--- config.mk ---
export PLATFORM = sky130hd
export DESIGN_NAME = io_input_capture
export DESIGN_NICKNAME = d
export VERILOG_FILES = /design/src/rtl/io_input_capture.sv
export SDC_FILE = /design/constraint.sdc
export NUM_CORES = 1
export LEC_CHECK = 0
export ABC_CLOCK_PERIOD_IN_PS = 4700
export CAP_MARGIN = 0
export CELL_PAD_IN_SITES_DETAIL_PLACEMENT = 0
export CELL_PAD_IN_SITES_GLOBAL_PLACEMENT = 1
export CORE_ASPECT_RATIO = 1.2
export CORE_MARGIN = 2
export CORE_UTILIZATION = 30
export DETAILED_ROUTE_END_ITERATION = 12
export PLACE_DENSITY = 0.58
export RECOVER_POWER = 25
export SYNTH_ARGS = -nofsm -noshare
export SYNTH_HDL_FRONTEND = slang
export SYNTH_SLANG_ARGS = --single-unit
export TNS_END_PERCENT = 1
--- constraint.sdc ---
create_clock -name i_clk -period 4.7 [get_ports i_clk]
set_input_delay 1.41 -clock i_clk [delete_from_list [all_inputs] [get_ports i_clk]]
set_output_delay 1.41 -clock i_clk [all_outputs]
set_load 0.05 [all_outputs]
--- src/rtl/io_input_capture.sv ---
// Input capture peripheral: synchronises switches/keys, latches edge events into
// read-to-clear flags, counts key presses and raises a masked level interrupt.
module io_input_capture #(
   parameter int NUM_SW     = 10,
   parameter int NUM_BTN    = 4,
   parameter int ARM_CYCLES = 3
) (
   input  logic               i_clk,
   input  logic               i_rst,
   input  logic [NUM_SW-1:0]  i_io_sw,
   input  logic [NUM_BTN-1:0] i_io_btn,
   input  logic               i_rd_en,
   input  logic               i_wr_en,
   input  logic [1:0]         i_addr,
   input  logic [31:0]        i_wdata,
   output logic [31:0]        o_rdata,
   output logic               o_rvalid,
   output logic               o_irq
);

   localparam int         EW       = 2*NUM_BTN + NUM_SW;
   localparam logic [1:0] ARM_MAX  = 2'(ARM_CYCLES);
   localparam logic [1:0] A_STATUS = 2'd0;
   localparam logic [1:0] A_EVT    = 2'd1;
   localparam logic [1:0] A_MASK   = 2'd2;
   localparam logic [1:0] A_PCNT   = 2'd3;

   logic [NUM_SW-1:0]  sw_m_q, sw_s_q, sw_p_q;
   logic [NUM_BTN-1:0] btn_m_q, btn_s_q, btn_p_q;
   logic [1:0]         arm_q, arm_d;
   logic [EW-1:0]      evt_q, evt_d;
   logic [EW-1:0]      mask_q, mask_d;
   logic [15:0]        pcnt_q, pcnt_d;
   logic [31:0]        rdata_q, rdata_d;
   logic               rvalid_q;

   logic               armed;
   logic [NUM_BTN-1:0] press_w, release_w;
   logic [NUM_SW-1:0]  swchg_w;
   logic [EW-1:0]      new_evt;
   logic [15:0]        press_cnt;
   logic [31:0]        status_w;

   always_comb begin
      armed     = (arm_q == ARM_MAX);
      arm_d     = armed ? arm_q : arm_q + 2'd1;
      press_w   = '0;
      release_w = '0;
      swchg_w   = '0;
      if (armed) begin
         press_w   = btn_p_q & ~btn_s_q;
         release_w = ~btn_p_q & btn_s_q;
         swchg_w   = sw_p_q ^ sw_s_q;
      end
      new_evt = {swchg_w, release_w, press_w};

      press_cnt = '0;
      for (int i = 0; i < NUM_BTN; i++) begin
         press_cnt = press_cnt + 16'(press_w[i]);
      end

      status_w                    = '0;
      status_w[NUM_SW-1:0]        = sw_s_q;
      status_w[NUM_SW +: NUM_BTN] = ~btn_s_q;

      rdata_d = rdata_q;
      if (i_rd_en) begin
         case (i_addr)
            A_STATUS: rdata_d = status_w;
            A_EVT:    rdata_d = 32'(evt_q);
            A_MASK:   rdata_d = 32'(mask_q);
            default:  rdata_d = 32'(pcnt_q);
         endcase
      end

      // a flag raised in the same cycle it is read stays set
      if (i_rd_en && (i_addr == A_EVT)) evt_d = new_evt;
      else                               evt_d = evt_q | new_evt;

      mask_d = mask_q;
      if (i_wr_en && (i_addr == A_MASK)) mask_d = i_wdata[EW-1:0];

      if (i_wr_en && (i_addr == A_PCNT)) pcnt_d = '0;
      else                                pcnt_d = pcnt_q + press_cnt;
   end

   always_ff @(posedge i_clk) begin
      if (i_rst) begin
         sw_m_q   <= '0;
         sw_s_q   <= '0;
         sw_p_q   <= '0;
         btn_m_q  <= '1;
         btn_s_q  <= '1;
         btn_p_q  <= '1;
         arm_q    <= '0;
         evt_q    <= '0;
         mask_q   <= '0;
         pcnt_q   <= '0;
         rdata_q  <= '0;
         rvalid_q <= 1'b0;
      end else begin
         sw_m_q   <= i_io_sw;
         sw_s_q   <= sw_m_q;
         sw_p_q   <= sw_s_q;
         btn_m_q  <= i_io_btn;
         btn_s_q  <= btn_m_q;
         btn_p_q  <= btn_s_q;
         arm_q    <= arm_d;
         evt_q    <= evt_d;
         mask_q   <= mask_d;
         pcnt_q   <= pcnt_d;
         rdata_q  <= rdata_d;
         rvalid_q <= i_rd_en;
      end
   end

   assign o_rdata  = rdata_q;
   assign o_rvalid = rvalid_q;
   assign o_irq    = |(evt_q & mask_q);

endmodule

# Word-level counts from Yosys, hierarchy flattened
# Cells that the tools add are included.
# W data, S select, Z words.
[op_classes]
muxes = 5
add_sub_neg = 5
n_eq_ne = 4
bitwise_logic = 7
reduce_logical = 6
[op_table]
columns = ["cell", "n"]
rows = [
  ["$pmux W18 S3", 1],
  ["$and A18 B18 Y18", 1],
  ["$mux W18", 1],
  ["$or A18 B18 Y18", 1],
  ["$reduce_or A18 Y1", 1],
  ["$add A16 B4 Y16", 1],
  ["$mux W10", 1],
  ["$xor A10 B10 Y10", 1],
  ["$and A4 B4 Y4", 2],
  ["$mux W4", 2],
  ["$not A4 Y4", 2],
  ["$eq A2 B2 Y1 const B", 3],
  ["$add A3 B1 Y4", 1],
  ["$add A2 B1 Y3", 1],
  ["$logic_and A1 B1 Y1", 3],
  ["$add A1 B1 Y2", 1],
  ["$add A2 B1 Y2 const B", 1],
  ["$eq A2 B1 Y1 const B", 1],
  ["$logic_not A2 Y1", 1],
  ["$reduce_or A2 Y1", 1],
]
[totals]
elab_cells = 39
regBits = 129
in_bits = 52

# Logic depth before layout (Yosys ltp)
# Gate-level depths: netlist of the first run.
[depth]
depth_word = 7
mapped_depth = 10
mapped_depth_nobuf = 9

# Worst setup path after synthesis of the first run
# OpenSTA, ideal clock, no wires.
[synth_timing]
path_kind = "flip-flop to flip-flop"
startpoint = "reg arm_q[0]"
endpoint = "reg pcnt_q[14]"
path_slack_ps = 1606
synth_period_minus_slack_ps = 3094
path_stages_with_launch = 11
t_arrival_ps = 2977
n_path_buf = 1
cell_sequence = "dfxtp_1 -> ha_1 -> clkbuf_1 -> nand3_1 -> fa_1 -> fa_1 -> fa_1 -> nand4b_1 -> nor4_1 -> xnor2_1 -> nor2_1"
[synth_between]
elab_chain_len = 6
[synth_lines]
columns = ["element", "line_no", "text"]
rows = [
  ["from (decl)", "30", "logic [1:0] arm_q, arm_d;"],
  ["from (signal assigned)", "108", "arm_q <= arm_d;"],
  ["$eq A2 B2 Y1 *", "45", "armed = (arm_q == ARM_MAX);"],
  ["$mux W4 *", "50", "if (armed) begin"],
  ["$add A1 B1 Y2", "59", "press_cnt = press_cnt + 16'(press_w[i]);"],
  ["$add A2 B1 Y3", "59", ""],
  ["$add A3 B1 Y4 *", "59", ""],
  ["$add A16 B4 Y16 *", "84", "else pcnt_d = pcnt_q + press_cnt;"],
  ["to (signal assigned)", "111", "pcnt_q <= pcnt_d;"],
  ["to (decl)", "33", "logic [15:0] pcnt_q, pcnt_d;"],
]
# Mark *: on every way between the ends. The rest lies on a longest branch, timed or not.
# A chain may end at the register's enable or synchronous reset.

# Final worst setup path of the first run
[layout_timing]
startpoint = "reg evt_q[13]"
endpoint = "out o_irq"
[layout_between]
elab_chain_len = 2
[layout_lines]
columns = ["element", "line_no", "text"]
rows = [
  ["from (decl)", "31", "logic [EW-1:0] evt_q, evt_d;"],
  ["from (signal assigned)", "109", "evt_q <= evt_d;"],
  ["$and A18 B18 Y18", "119", "assign o_irq = |(evt_q & mask_q);"],
  ["$reduce_or A18 Y1", "119", ""],
  ["to (decl)", "18", "output logic o_irq"],
]
# Every way passes these cells.

==> results of run 1 <==
-- sequential cells by signal, indices dropped and copies added (netlist names) --
signal,flops
arm_q,2
btn_m_q,4
btn_p_q,4
btn_s_q,4
evt_q,18
mask_q,18
o_rdata,18
o_rvalid,1
pcnt_q,16
sw_m_q,10
sw_p_q,10
sw_s_q,10
-- routing by layer --
metal | wire length [µm] | vias up
met1 | 5230 | 1581
li1 | - | 1647
met4 | 130 | 0
met5 | 0 | -
met2 | 5440 | 80
met3 | 402 | 6
-- kinds of logic after synthesis --
logic type / after synthesis / share of synthesized area
mux: 31 / 0.109
compound gates: 65 / 0.0924
simple gates: 171 / 0.177
xor+xnor: 22 / 0.0417
flops: 115 / 0.499
other cells: 1 / 0.000812
fa+ha+maj: 6 / 0.0211
buf+inv: 49 / 0.0591
-- path summary, 6_finish.rpt --
kind         slack (ns)  cells past startpoint        from    endpoint
max                0.95                      5   evt_q[13]       o_irq
min                0.41                      1  btn_m_q[1]  btn_s_q[1]
max reg2reg        1.21                     10    arm_q[0]  pcnt_q[14]
min reg2reg        0.41                      1  btn_m_q[1]  btn_s_q[1]
-- cells in the mapped netlist, types with 8 or more instances --
cell type	number
nor2_1	51
buf_4	15
mux2i_1	15
a22oi_1	15
inv_1	10
clkbuf_1	11
a21oi_1	30
xor2_1	15
mux4_2	10
nand2_1	50
buf_2	8
nor2b_1	34
or2_2	12
dfxtp_1	115
-- stage by stage --
step           power, mW  hold slack (ns)  area (µm²)  std cells  setup WS, ns
5_1_grt             2.59            0.424        5880        731         0.758
4_1_cts             2.53            0.413        5890        731         0.942
2_1_floorplan       1.17            0.389        4660        473          1.61
3_5_place_dp        1.23            0.400        5300        700          1.19
3_3_place_gp        1.23            0.396        5300        700          1.19
6_report            2.50            0.409        5880        731         0.949
-- final cells by class --
type / count / share of cell area
sequential: 115 / 0.392
multi-input combinational: 309 / 0.355
timing repair buffer: 62 / 0.102
clock buffer: 22 / 0.0790
tap: 204 / 0.0434
clock inverter: 9 / 0.0221
inverter: 10 / 0.00639
-- worst register-to-register path, stage by stage (launching register included) --
cell and delay, ns:
dfxtp_1 0.36, ha_1 0.16, buf_4 0.23, nand3_1 0.19, fa_1 0.49, fa_1 0.48
fa_1 0.45, nand4b_1 0.39, nor4_1 0.41, xnor2_1 0.16, nor2_1 0.05
-- power by group --
| group | switching [mW] | total [mW] | internal [mW] |
|---|---|---|---|
| Sequential | 0.0209 | 1.03 | 1.01 |
| Combinational | 0.105 | 0.179 | 0.0744 |
| Clock | 0.434 | 1.29 | 0.856 |
| Total | 0.560 | 2.50 | 1.94 |
==> results.tsv, run 1 <==
stage	metric	value	unit
placement	RePlAce Congestion	0.819	
sta	final hold violation count	0	
sta	Slew Viols, Final	42	
cts	clock latency on the worst-skew pair	0.41	ns
hold_path	worst min path class	flop to flop	
global_route	largest net degree at the start of global routing	61	
layout	commonest non-fill, non-tap cells in the layout	dfxtp_1 (115), clkdlybuf4s50_1 (56), nor2_1 (51), nand2_1 (50), nor2b_1 (34)	
cts	H-tree Lvls	4	
critical_path	Max Fanout on Critical Path	3	
critical_path	WP data required	3.29	ns
critical_path	Top delay family on crit path	buffers and inverters	
layout	Area Overhead vs Synth	27.4	%
global_route	GR Util All Layers	0.147	
layout	Util after Layout	0.391	
detailed_routing	WL final	11.2	mm
cts	Setup Buffers After CTS	0	
detailed_routing	DR vias/cell	4.53	
cts	clock root cell	clkbuf_16	
layout	layout cell share with drive strength beyond 1	0.116	
global_route	met1 GRT Util	0.191	
layout	register area	2300	µm²
sta	Final period util	0.798	
global_route	initial antenna violation count	0	
floorplan	core area	15000	µm²
global_route	vias in the first global route	3308	
cts	CTS buffer count	17	
logic_synthesis	yosys warns	0	
logic_synthesis	ys flop type	dfxtp_1	
logic_synthesis	EDFF count, synth	0	
sta	Tmin final	3.75	ns
global_route	gr busiest metal	met2	
floorplan	Die Area	16400	µm²
cts	Clock transition at path regs	0.05	ns
sta	max frequency	267	MHz
critical_path	Worst EP arrival	2.34	ns
critical_path	Critical Path Start Type	flop	
logic_synthesis	Synth Instances	460	
layout	Multi-input gate area	2090	µm²
global_route	GRT met2 Usage	0.233	
power_and_ir_drop	Worst IR Drop VDD	0.214	mV
sta	skew final	0.0172	ns
critical_path	CP bufs+invs	1	
critical_path	chain of cells forming the critical path	a22o_1 -> a221oi_1 -> and3_1 -> nand4_1 -> clkdlybuf4s50_1	
cts	# hold bufs at CTS	0	
critical_path	CP peak stage delay	0.75	ns
placement	IO Port Bufs	57	
layout	n_diodes	0	
detailed_routing	routed length per instance	15.3	µm
logic_synthesis	Distinct cells, synth	41	
global_route	GRT Residual Overflow	0	
detailed_routing	DR iter-0 viols	165	
floorplan	num rows	49	
logic_synthesis	#FFs+latches synth	115	
logic_synthesis	post-synth top area share	0.499	
cts	Max Buffers Root-to-Sink	2	
logic_synthesis	ys async rst share	0	
sta	Sum Neg Setup Slack	0	ns
global_route	GR Util met3	0.0383	
sta	RSZ-0062 raised after global routing	no	
power_and_ir_drop	Lkg Pwr	2.23	nW
detailed_routing	# DRC	0	
detailed_routing	Detail Route Antenna Nets	0	
global_route	first-pass GRT wire length	17.7	mm
power_and_ir_drop	Power Density	425	nW/µm²
logic_synthesis	Yosys top cell by area	dfxtp_1	
cts	CTS tree	built	
floorplan	Die X	117	µm
floorplan	Die H	140	µm
job	Max Cap Violations	1	
cts	post-CTS resize count	0	
critical_path	Critical-path top delay cell	clkdlybuf4s50_1	
logic_synthesis	mapped cell area	4620	µm²
sta	actual slew at the worst max-slew pin	1.72	ns
detailed_routing	First-pass DRT Iterations	5	
sta	setup violators final	0	
logic_synthesis	post-synthesis sequential area ratio	0.499	
critical_path	CP Class	flop to output port	
logic_synthesis	syn avg cell area	10.0	µm²
logic_synthesis	Area contributors post-synth	dfxtp_1 (50%), mux4_2 (4.9%), nor2b_1 (4.6%)	
detailed_routing	Via Count	3314	
layout	# fillers	1512	
floorplan	Boundary Pins	86	
sta	Slew Limit Headroom	-0.147	
critical_path	CP Capture Type	output port	
layout	most common cell after layout, fill and taps aside	dfxtp_1	
layout	Nets	573	
run_status	outcome	finished with violations	
cts	CTS sink count	115	
placement	DP Wirelength	8.28	mm
floorplan	Starting Density	0.307	
run_status	failing checks	max-capacitance violations, max-slew violations	
No activity file was read; power rests on OpenSTA's default activity.
==> run 2: changes to the inputs <==
--- a/config.mk
+++ b/config.mk
@@ -5,7 +5,7 @@
 export SDC_FILE = /design/constraint.sdc
 export NUM_CORES = 1
 export LEC_CHECK = 0
-export ABC_CLOCK_PERIOD_IN_PS = 4700
+export ABC_CLOCK_PERIOD_IN_PS = 3100
 export CAP_MARGIN = 0
 export CELL_PAD_IN_SITES_DETAIL_PLACEMENT = 0
 export CELL_PAD_IN_SITES_GLOBAL_PLACEMENT = 1
@@ -13,7 +13,7 @@
 export CORE_MARGIN = 2
 export CORE_UTILIZATION = 30
 export DETAILED_ROUTE_END_ITERATION = 12
-export PLACE_DENSITY = 0.58
+export PLACE_DENSITY = 0.61
 export RECOVER_POWER = 25
 export SYNTH_ARGS = -nofsm -noshare
 export SYNTH_HDL_FRONTEND = slang
==> constraint.sdc (replaced) <==
create_clock -name i_clk -period 3.1 [get_ports i_clk]
set_input_delay 0.93 -clock i_clk [delete_from_list [all_inputs] [get_ports i_clk]]
set_output_delay 0.93 -clock i_clk [all_outputs]
set_load 0.05 [all_outputs]
==> results.tsv, run 2 (same netlist as run 1, synthesis figures left out) <==
stage	metric	value	unit	change
sta	final hold violation count	0		unchanged
detailed_routing	Via Count	3358		was 3314
layout	Multi-input gate area	2120	µm²	was 2090 µm²
cts	CTS sink count	115		unchanged
floorplan	Die X	117	µm	unchanged
global_route	vias in the first global route	3211		was 3308
detailed_routing	DR iter-0 viols	135		was 165
power_and_ir_drop	Power Density	650	nW/µm²	was 425 nW/µm²
cts	Clock transition at path regs	0.05	ns	about the same
cts	CTS tree	built		unchanged
critical_path	CP Class	flop to output port		unchanged
global_route	largest net degree at the start of global routing	50		was 61
placement	dpl ws	-0.0851	ns	was 1.19 ns
critical_path	flop-to-flop setup slack	0.16	ns	was 1.21 ns
sta	setup violators final	0		unchanged
sta	Slew Viols, Final	0		was 42
floorplan	Die H	140	µm	unchanged
critical_path	Max Fanout on Critical Path	3		unchanged
critical_path	CP peak stage delay	0.45	ns	was 0.75 ns
critical_path	CP Capture Type	output port		unchanged
run_status	outcome	finished, final reports clean		was finished with violations
global_route	initial antenna violation count	0		unchanged
placement	IO Port Bufs	57		unchanged
critical_path	CP bufs+invs	1		unchanged
global_route	first-pass GRT wire length	17.7	mm	about the same
layout	n_diodes	0		unchanged
layout	most common cell after layout, fill and taps aside	dfxtp_1		unchanged
critical_path	Critical Path Start Type	flop		unchanged
layout	Nets	585		was 573
power_and_ir_drop	Lkg Pwr	2.34	nW	was 2.23 nW
sta	Slew Limit Headroom	0.195		was -0.147
critical_path	Critical-path top delay cell	dlygate4sd2_1		was clkdlybuf4s50_1
layout	final instance area	6040	µm²	was 5880 µm²
sta	Final period util	0.965		
critical_path	Top delay family on crit path	compound AO/OA/AOI/OAI gates		was buffers and inverters
sta	Tmin final	2.99	ns	
critical_path	WP data required	2.17	ns	was 3.29 ns
floorplan	Boundary Pins	86		unchanged
layout	Area Overhead vs Synth	30.8	%	was 27.4%
sta	max frequency	334	MHz	
detailed_routing	DR vias/cell	4.51		was 4.53
placement	placed cell areas	5380	µm²	was 5300 µm²
layout	commonest non-fill, non-tap cells in the layout	dfxtp_1 (114), clkdlybuf4s50_1 (55), nor2_1 (51), nand2_1 (50), nor2b_1 (34)		was dfxtp_1 (115), clkdlybuf4s50_1 (56), nor2_1 (51), nand2_1 (50), nor2b_1 (34)
critical_path	chain of cells forming the critical path	a22o_1 -> a221oi_1 -> and3_1 -> nand4_1 -> dlygate4sd2_1		was a22o_1 -> a221oi_1 -> and3_1 -> nand4_1 -> clkdlybuf4s50_1
global_route	GR Util All Layers	0.146		was 0.147
sta	final worst setup slack	0.110	ns	was 0.949 ns
hold_path	worst min path class	flop to flop		unchanged
floorplan	Starting Density	0.307		unchanged
detailed_routing	Detail Route Antenna Nets	0		unchanged
sta	actual slew at the worst max-slew pin	1.21	ns	was 1.72 ns
cts	clock latency on the worst-skew pair	0.40	ns	was 0.41 ns
cts	H-tree Lvls	4		unchanged
sta	skew final	0.00702	ns	was 0.0172 ns
detailed_routing	WL final	11.3	mm	was 11.2 mm
floorplan	core area	15000	µm²	unchanged
power_and_ir_drop	total power	3.93	mW	was 2.50 mW
detailed_routing	# DRC	0		unchanged
detailed_routing	routed length per instance	15.2	µm	was 15.3 µm
layout	# fillers	1495		was 1512
cts	clock root cell	clkbuf_16		unchanged
placement	DP Wirelength	8.38	mm	was 8.28 mm
power_and_ir_drop	Worst IR Drop VDD	0.380	mV	was 0.214 mV
sta	RSZ-0062 raised after global routing	yes		was no
layout	register area	2300	µm²	about the same
cts	# hold bufs at CTS	0		unchanged
floorplan	num rows	49		unchanged
global_route	GRT Residual Overflow	0		unchanged
floorplan	Die Area	16400	µm²	unchanged
cts	Max Buffers Root-to-Sink	2		unchanged
job	Max Cap Violations	0		was 1
critical_path	Worst EP arrival	2.06	ns	was 2.34 ns
placement	RePlAce Congestion	0.878		was 0.819
cts	CTS buffer count	17		unchanged
layout	layout cell share with drive strength beyond 1	0.148		was 0.116
detailed_routing	First-pass DRT Iterations	5		unchanged
[run 2: stage by stage]
| stage | hold WS (ns) | instances | util | setup TNS [ns] |
|---|---|---|---|---|
| after floorplan | 0.389 | 473 | - | 0 |
| after global placement | 0.399 | 710 | 0.358 | -0.134 |
| after detailed placement | 0.396 | 710 | 0.358 | -0.163 |
| after CTS | 0.409 | 742 | 0.400 | -0.201 |
| after global routing | 0.434 | 744 | 0.402 | -0.0401 |
| final | 0.406 | 744 | 0.402 | 0 |
[run 2: routing by layer]
metal / GRT usage / routed length (µm)
met2: 0.230 / 5540
met5: 0 / 0
met4: 0.0656 / 243
met1: 0.187 / 5100
met3: 0.0375 / 448
[run 2: worst paths after layout]
kind	cells after the start	from	endpoint
setup / recovery	5	evt_q[13]	o_irq
hold / removal	1	btn_m_q[3]	btn_s_q[3]
setup reg to reg	10	arm_q[1]	pcnt_q[14]
hold reg to reg	1	btn_m_q[3]	btn_s_q[3]
[run 2: cell type report]
| type | instances | area share |
|---|---|---|
| timing repair buffer | 74 | 0.113 |
| clock buffer | 21 | 0.0746 |
| tap | 204 | 0.0423 |
| clock inverter | 11 | 0.0303 |
| multi-input combinational | 309 | 0.352 |
| sequential | 115 | 0.382 |
| inverter | 10 | 0.00622 |
[run 2: timing repair]
item	CTS	global route
gates resized for setup	1	8
pin swaps	0	1
setup buffers	0	2
endpoints found under the setup margin	3	6
gates cloned	0	0
[run 2: where the power goes]
part | internal [mW] | total (mW) | switching [mW]
clock network | 1.44 | 2.08 | 0.645
logic | 0.119 | 0.282 | 0.162
registers | 1.53 | 1.56 | 0.0326
